[src/rtl/mips_multicycle_datapath.sv]
// Multicycle MIPS datapath: PC, IR, MDR, A/B, ALUOut, 32x register file and ALU.
// The controller supplies every select/enable; memory sits outside on a single port.
module mips_multicycle_datapath #(
  parameter int unsigned      WIDTH    = 32,
  parameter logic [WIDTH-1:0] RESET_PC = '0
) (
  input  logic             clk,
  input  logic             reset,
  input  logic             IorD,
  input  logic             MemWrite,
  input  logic             IRWrite,
  input  logic             RegDst,
  input  logic             MemtoReg,
  input  logic             RegWrite,
  input  logic             ALUSrcA,
  input  logic [1:0]       ALUSrcB,
  input  logic [2:0]       ALUcontrol,
  input  logic [1:0]       PCSrc,
  input  logic             PCEn,
  input  logic [WIDTH-1:0] ReadData,
  output logic [WIDTH-1:0] Adr,
  output logic [WIDTH-1:0] WriteData,
  output logic             MemWriteOut,
  output logic [5:0]       op,
  output logic [5:0]       funct,
  output logic             ZeroFlag
);

  logic [WIDTH-1:0] pc_q, pc_d;
  logic [WIDTH-1:0] ir_q;
  logic [WIDTH-1:0] data_q;
  logic [WIDTH-1:0] a_q;
  logic [WIDTH-1:0] b_q;
  logic [WIDTH-1:0] aluout_q;
  logic [WIDTH-1:0] rf_q [32];

  logic [4:0]       rs_addr, rt_addr, rd_addr, wr_addr;
  logic [WIDTH-1:0] rd1, rd2, wr_data;
  logic [WIDTH-1:0] sign_imm, src_a, src_b, alu_result, jump_target;

  assign rs_addr = ir_q[25:21];
  assign rt_addr = ir_q[20:16];
  assign rd_addr = ir_q[15:11];

  // Entry 0 is never written, so it reads zero without a special case.
  assign rd1 = rf_q[rs_addr];
  assign rd2 = rf_q[rt_addr];

  assign wr_addr = RegDst ? rd_addr : rt_addr;
  assign wr_data = MemtoReg ? data_q : aluout_q;

  assign sign_imm    = {{(WIDTH-16){ir_q[15]}}, ir_q[15:0]};
  assign jump_target = {pc_q[WIDTH-1 -: 4], ir_q[25:0], 2'b00};

  assign src_a = ALUSrcA ? a_q : pc_q;

  always_comb begin
    src_b = b_q;
    unique case (ALUSrcB)
      2'b00: src_b = b_q;
      2'b01: src_b = WIDTH'(4);
      2'b10: src_b = sign_imm;
      2'b11: src_b = {sign_imm[WIDTH-3:0], 2'b00};
      default: src_b = b_q;
    endcase
  end

  always_comb begin
    alu_result = '0;
    case (ALUcontrol)
      3'b010:  alu_result = src_a + src_b;
      3'b110:  alu_result = src_a - src_b;
      3'b000:  alu_result = src_a & src_b;
      3'b001:  alu_result = src_a | src_b;
      3'b111:  alu_result = {{(WIDTH-1){1'b0}}, ($signed(src_a) < $signed(src_b))};
      default: alu_result = '0;
    endcase
  end

  assign ZeroFlag = (alu_result == '0);

  always_comb begin
    pc_d = alu_result;
    case (PCSrc)
      2'b01:   pc_d = aluout_q;
      2'b10:   pc_d = jump_target;
      default: pc_d = alu_result;
    endcase
  end

  always_ff @(posedge clk or negedge reset) begin
    if (!reset) begin
      pc_q     <= RESET_PC;
      ir_q     <= '0;
      data_q   <= '0;
      a_q      <= '0;
      b_q      <= '0;
      aluout_q <= '0;
      for (int i = 0; i < 32; i++) begin
        rf_q[i] <= '0;
      end
    end else begin
      if (PCEn) begin
        pc_q <= pc_d;
      end
      if (IRWrite) begin
        ir_q <= ReadData;
      end
      data_q   <= ReadData;
      a_q      <= rd1;
      b_q      <= rd2;
      aluout_q <= alu_result;
      if (RegWrite && (wr_addr != 5'd0)) begin
        rf_q[wr_addr] <= wr_data;
      end
    end
  end

  assign Adr         = IorD ? aluout_q : pc_q;
  assign WriteData   = b_q;
  assign MemWriteOut = MemWrite;
  assign op          = ir_q[31:26];
  assign funct       = ir_q[5:0];

endmodule

[config.mk]
export PLATFORM = sky130hd
export DESIGN_NAME = mips_multicycle_datapath
export DESIGN_NICKNAME = d
export VERILOG_FILES = /design/src/rtl/mips_multicycle_datapath.sv
export SDC_FILE = /design/constraint.sdc
export NUM_CORES = 2
export LEC_CHECK = 0
export ABC_AREA = 0
export BUFFER_PORTS_ARGS = -buffer_cell sky130_fd_sc_hd__buf_4
export CELL_PAD_IN_SITES_DETAIL_PLACEMENT = 0
export CELL_PAD_IN_SITES_GLOBAL_PLACEMENT = 2
export CORE_MARGIN = 2
export CORE_UTILIZATION = 40
export CTS_CLUSTER_DIAMETER = 150
export CTS_CLUSTER_SIZE = 10
export DETAILED_ROUTE_END_ITERATION = 10
export MAX_ROUTING_LAYER = met4
export PLACE_DENSITY_LB_ADDON = 0.1
export SYNTH_ARGS = -nofsm -noshare
export SYNTH_HDL_FRONTEND = slang
export SYNTH_SLANG_ARGS = --single-unit
[constraint.sdc]
create_clock -name clk -period 7.1 [get_ports clk]
set_input_delay 1.42 -clock clk [delete_from_list [all_inputs] [get_ports clk]]
set_output_delay 1.42 -clock clk [all_outputs]
set_load 0.02 [all_outputs]
Word-level counts from Yosys, hierarchy flattened --
Cells that the tools add are included.
Cells by class: magnitude comparators 5, muxes and demuxes 16, add/sub/neg operators 2, reductions and logical operators 7, bitwise logic cells 6, equal/unequal tests 9
Operators with widths (number):
- $bwmux 1024 | 1
- $bmux 32 s5 | 2
- $mux 32 | 8
- $demux 32 s5 | 1
- $pmux 32 s5 | 1
- $pmux 32 s4 | 1
- $pmux 32 s2 | 1
- $add 32x32->32 | 1
- $and 32x32->32 | 1
- $logic_not 32->1 | 1
- $lt 32x32->1 | 1
- $or 32x32->32 | 1
- $sub 32x32->32 | 1
- $ge 6x6->1 const B | 3
- $not 5->6 | 3
- $eq 2x2->1 const B | 3
- $eq 3x3->1 const B | 2
- $lt 6x1->1 const B | 1
- $mux 5 | 1
- $reduce_bool 5->1 | 1
- $eq 2x1->1 const B | 2
- $eq 3x1->1 const B | 1
- $eq 3x2->1 const B | 1
- $logic_not 3->1 | 1
- other kinds (4) | 5
Word-level totals: bits in registers 1216, output and inout port bits 78, logic and storage cells 84, input port bits 49

Logic depth before layout (Yosys ltp) --
depth in word-level cells 7, depth in mapped cells 20, mapped depth without buffers 17

Worst setup path before layout --
No wires, ideal clock.
kind input port to output port, start in ALUSrcB[0], end out ZeroFlag, setup slack -0.353 ns, path buffers 4, required time 5.680 ns, stages on the path 19, arrival 6.033 ns, cell sequence clkbuf_1 -> clkbuf_1 -> clkbuf_1 -> o21ai_0 -> a22o_1 -> ha_1 -> buf_6 -> or3_4 -> or3_4 -> a2111oi_4 -> nor4_1 -> o31ai_2 -> nor2_1 -> a31oi_2 -> o2111ai_2 -> or4_1 -> nor4_2 -> nand4b_1 -> nor4_2
Between the ends: word-level cells in the longest chain between the ends 5, elaborated cells on any way between the ends 12, classes of those cells add/sub: 2; order compare: 1; eq/ne: 3; mux: 2; bitwise: 2; reduce/logical: 2
RTL lines:
- start, declared | RTL line 16 | input logic [1:0] ALUSrcB,
- $eq 2x2->1 (tied with other cells) | RTL line 59 | unique case (ALUSrcB)
- $pmux 32 s4 * | RTL line 59
- $sub 32x32->32 (tied with other cells) | RTL line 72 | 3'b110: alu_result = src_a - src_b;
- $pmux 32 s5 * | RTL line 70 | case (ALUcontrol)
- via alu_result[24] | RTL line 39 | logic [WIDTH-1:0] sign_imm, src_a, src_b, alu_result, jump_target;
- $logic_not 32->1 * | RTL line 80 | assign ZeroFlag = (alu_result == '0);
- end, declared | RTL line 26 | output logic ZeroFlag
Mark *: on every way through the listed nets, which the timed path passes. The rest lies on a longest branch.

Worst setup path after layout --
start in ALUSrcA, end out ZeroFlag
Between the ends: word-level cells in the longest chain between the ends 4, elaborated cells on any way between the ends 8, classes of those cells add/sub: 2; order compare: 1; mux: 2; bitwise: 2; reduce/logical: 1
RTL lines:
- start, declared | RTL line 15 | input logic ALUSrcA,
- $mux 32 * | RTL line 55 | assign src_a = ALUSrcA ? a_q : pc_q;
- $sub 32x32->32 (tied with other cells) | RTL line 72
- $pmux 32 s5 * | RTL line 70
- via alu_result[16] | RTL line 39
- $logic_not 32->1 * | RTL line 80
Marked as above.

==> results.ini <==
[floorplan]
start_util = 0.402
rows = 147
core_mm2 = 0.160
die_h_um = 405
die_x_um = 405
die_area_mm2 = 0.164
ios = 127

[timing]
fmax_mhz = 139
fin_crit_ps = 7200
finalCritPeriodShare = 1.01
worst_pin_slew_ps = 1280
rsz0062_at_grt = true
fin_ws_ps = -99.8
clock_skew_ps = 38.1
slew_violations = 0
finalSetupViolations = 1
hold_viol = 0
slew_headroom = 0.130

[final_layout]
final_area_mm2 = 0.0737
fillers = 14800
nNetsFinal = 5813
multi_input_area_mm2 = 0.0323
syn2layout_area_growth_pct = 14.4
layout-drive-gt1-share = 0.281
insertedDiodeCount = 0
regArea_mm2 = 0.0305

[synthesis]
synthesis.area_mm2 = 0.0644
synth_top_family_by_area = multiplexers
synth_simple_gate_area_frac = 0.0833
syn-instance-count = 5620
ys.flop_type = dfrtp_1
synthXorXnorAreaFrac = 0.00340
ys_ff_latch = 1216
yosysWarningCount = 0
syn_area_per_cell_um2 = 11.5
synth_nets = 5780
synth-edff-count = 0
synth.distinct_cells = 78
synthAdderAreaFrac = 0.0218
muxShareOfSynthArea = 0.259
ys_seq_area_frac = 0.473
synth_compound_area_frac = 0.118
async_flop_share = 1.00

[grt]
grt_pass1_wl_mm = 333
grt_max_degree = 170
grt_pass1_vias = 46400
antenna_found_initial = 11
track_usage = 0.289
grt-ovfl-total = 0

[pwr]
total_power_uw = 30200
powerDensity_mw_per_mm2 = 411
irDropWorstVdd_uv = 305
p_leak_uw = 0.0306

[routing]
routed_wirelength_mm = 228
wl_per_cell_um = 29.1
vias = 46200
drt_iter0_drc = 4184
drc = 0
first_pass_iters = 6
antenna_left = 0
via_per_inst = 5.89

[clock_tree]
cts_tree = built
cts-root-buf = clkbuf_16
clk_pin_slew_ps = 50
hold_buffers = 0
clockBufferDepth = 3
clock_latency_ps = 800
clkSinkCount = 1216
h-tree-depth = 4
cts_buffers = 139

[placement]
globalplace.congestion = 0.906
place_hpwl_mm = 140
portBuffers = 124
place_area_mm2 = 0.0691

[hold_path]
min-delay-start = rf_q[1018]
holdPathEnd = rf_q[1018]
hp-class = register to register
min_path_cells = 0

[status]
status = finished with violations
violations = negative setup slack

[run]
drv_cap = 0

[setup_path]
rr_worst_depth = 22
endpoint_kind = primary output
crit_required_ps = 5680
reg2reg_to = pc_q[30]
timing.rr.start = WriteData[0]
r2r_slack_ps = 2360
arrival_ps = 5780
cp-start-kind = input pin
crit_path_max_fanout = 5
worstSetupPathType = input pin to primary output

sequential cells by signal (all words and copies together) (netlist names):
name       flops
a_q           32
WriteData     32
pc_q          32
aluout_q      32
data_q        32
ir_q          32
rf_q        1024
through the flow:
stage | utilization | std cells | setup WS (ps) | setup TNS (ps) | hold slack (ps)
after floorplan | - | 5620 | 1.61 | 0 | 441
after CTS | 0.457 | 7825 | -123 | -123 | 395
final | 0.460 | 7835 | -99.8 | -99.8 | 392
after detailed placement | 0.431 | 7658 | -454 | -454 | 383
after global routing | 0.460 | 7835 | -258 | -258 | 407
after global placement | 0.431 | 7658 | -451 | -451 | 376
worst max-delay path, cell delays in order:
cell	delay [ps]
buf_12	130
buf_16	140
buf_12	130
mux2_4	310
ha_4	220
or3_4	320
or3_4	390
a2111oi_4	310
buf_4	190
buf_4	130
o41ai_4	60
o31ai_2	90
xnor2_1	150
o22ai_1	130
or2_1	280
or4_4	500
nor4_4	210
buf_4	160
nand4b_1	150
nor4_4	170
buf_4	180
Yosys cell counts (8+ instances only):
cell type,n,area share
dfrtp_1,1216,0.47
a22oi_1,31,0.0036
a22o_1,17,0.0023
clkbuf_1,497,0.029
nand2b_1,13,0.0013
a21oi_1,1039,0.081
a21o_1,29,0.0034
nor2b_1,13,0.0013
mux4_2,640,0.22
inv_1,116,0.0068
ha_1,109,0.021
nor2_1,1075,0.063
nand4_1,8,0.00078
o21ai_0,89,0.0069
a31oi_1,44,0.0043
o21a_1,8,0.00093
mux2_2,160,0.028
nor4_1,8,0.00078
o211ai_1,16,0.0019
or2_2,9,0.00087
buf_4,13,0.0015
a211oi_1,20,0.0023
mux2i_1,44,0.0068
o22ai_1,18,0.0017
xnor2_1,20,0.0027
o31ai_1,13,0.0015
nand2_1,129,0.0075
buf_1,68,0.0040
nor3_1,35,0.0027
nand3_1,11,0.00086
power by group:
group,switching (µW),internal (µW),total [µW]
Sequential,2500,9890,12400
Combinational,5230,6110,11300
Clock,2910,3620,6530
Total,10600,19600,30200
worst max path at each step:
stage,from,endpoint,slack (ps),cells past startpoint
6_report,ALUSrcA,ZeroFlag,-100,21
5_1_grt,ALUSrcB[1],ZeroFlag,-260,24
4_1_cts,ALUSrcA,ZeroFlag,-120,20
3_5_place_dp,ALUSrcA,ZeroFlag,-450,21
3_3_place_gp,ALUSrcA,ZeroFlag,-450,21
2_1_floorplan,ALUSrcA,ZeroFlag,2,17
area by class of cell:
| class | instances | area share |
|---|---|---|
| clock buffers | 151 | 0.0490 |
| repair buffers | 471 | 0.0539 |
| flip-flops and latches | 1216 | 0.414 |
| multi-input cells | 3705 | 0.438 |
| clock inverters | 12 | 0.00277 |
| inverters | 120 | 0.00611 |
| well taps | 2160 | 0.0367 |
per-layer routing:
layer,up-vias,GRT usage,wire length (µm),part of all wire
met1,24100,0.416,105000,0.46
li1,20400,-,-,-
met5,-,-,0,0
met3,305,0.0391,12300,0.054
met2,1339,0.436,105000,0.46
met4,0,0.0668,5140,0.023
placed cells by master, fill, tap and decap left out, types with 8 or more instances in the layout:
cell | Yosys | final
dfrtp_1 | 1216 | 1206
nor2_1 | 1075 | 1050
a21oi_1 | 1039 | 1034
mux4_2 | 640 | 640
buf_4 | 13 | 436
mux2_2 | 160 | 150
clkbuf_16 | 0 | 144
nand2_1 | 129 | 129
inv_1 | 116 | 115
ha_1 | 109 | 88
o21ai_0 | 89 | 83
a31oi_1 | 44 | 43
a22oi_1 | 31 | 31
a21o_1 | 29 | 29
buf_12 | 0 | 26
nor2_4 | 0 | 23
xnor2_1 | 20 | 20
nor3_1 | 35 | 19
mux2i_2 | 0 | 19
a211oi_1 | 20 | 19
o22ai_1 | 18 | 17
o211ai_1 | 16 | 16
nor3_2 | 0 | 16
mux2i_4 | 0 | 15
ha_4 | 0 | 14
nand2b_1 | 13 | 13
o31ai_1 | 13 | 12
a22o_1 | 17 | 11
mux2_4 | 0 | 10
mux2i_1 | 44 | 10
o21ai_1 | 6 | 10
dfrtp_4 | 0 | 10
nand3_1 | 11 | 9
or2_2 | 9 | 9
nor2b_1 | 13 | 8
nand4_1 | 8 | 8
o21a_1 | 8 | 8
clkbuf_1 | 497 | 8
repair_timing:
| item | in CTS | in global routing |
|---|---|---|
| setup buffers | 2 | 10 |
| pin swaps | 12 | 27 |
| gates cloned | 2 | 1 |
| resized for setup | 35 | 79 |
| setup endpoints to repair | 1 | 1 |
cells by family after synthesis:
family	after synthesis
buf+inv	699
simple gates	1339
compound gates	1385
xor+xnor	25
mux	845
fa+ha+maj	111
flops	1216
Power figures use the tool's default switching activity.
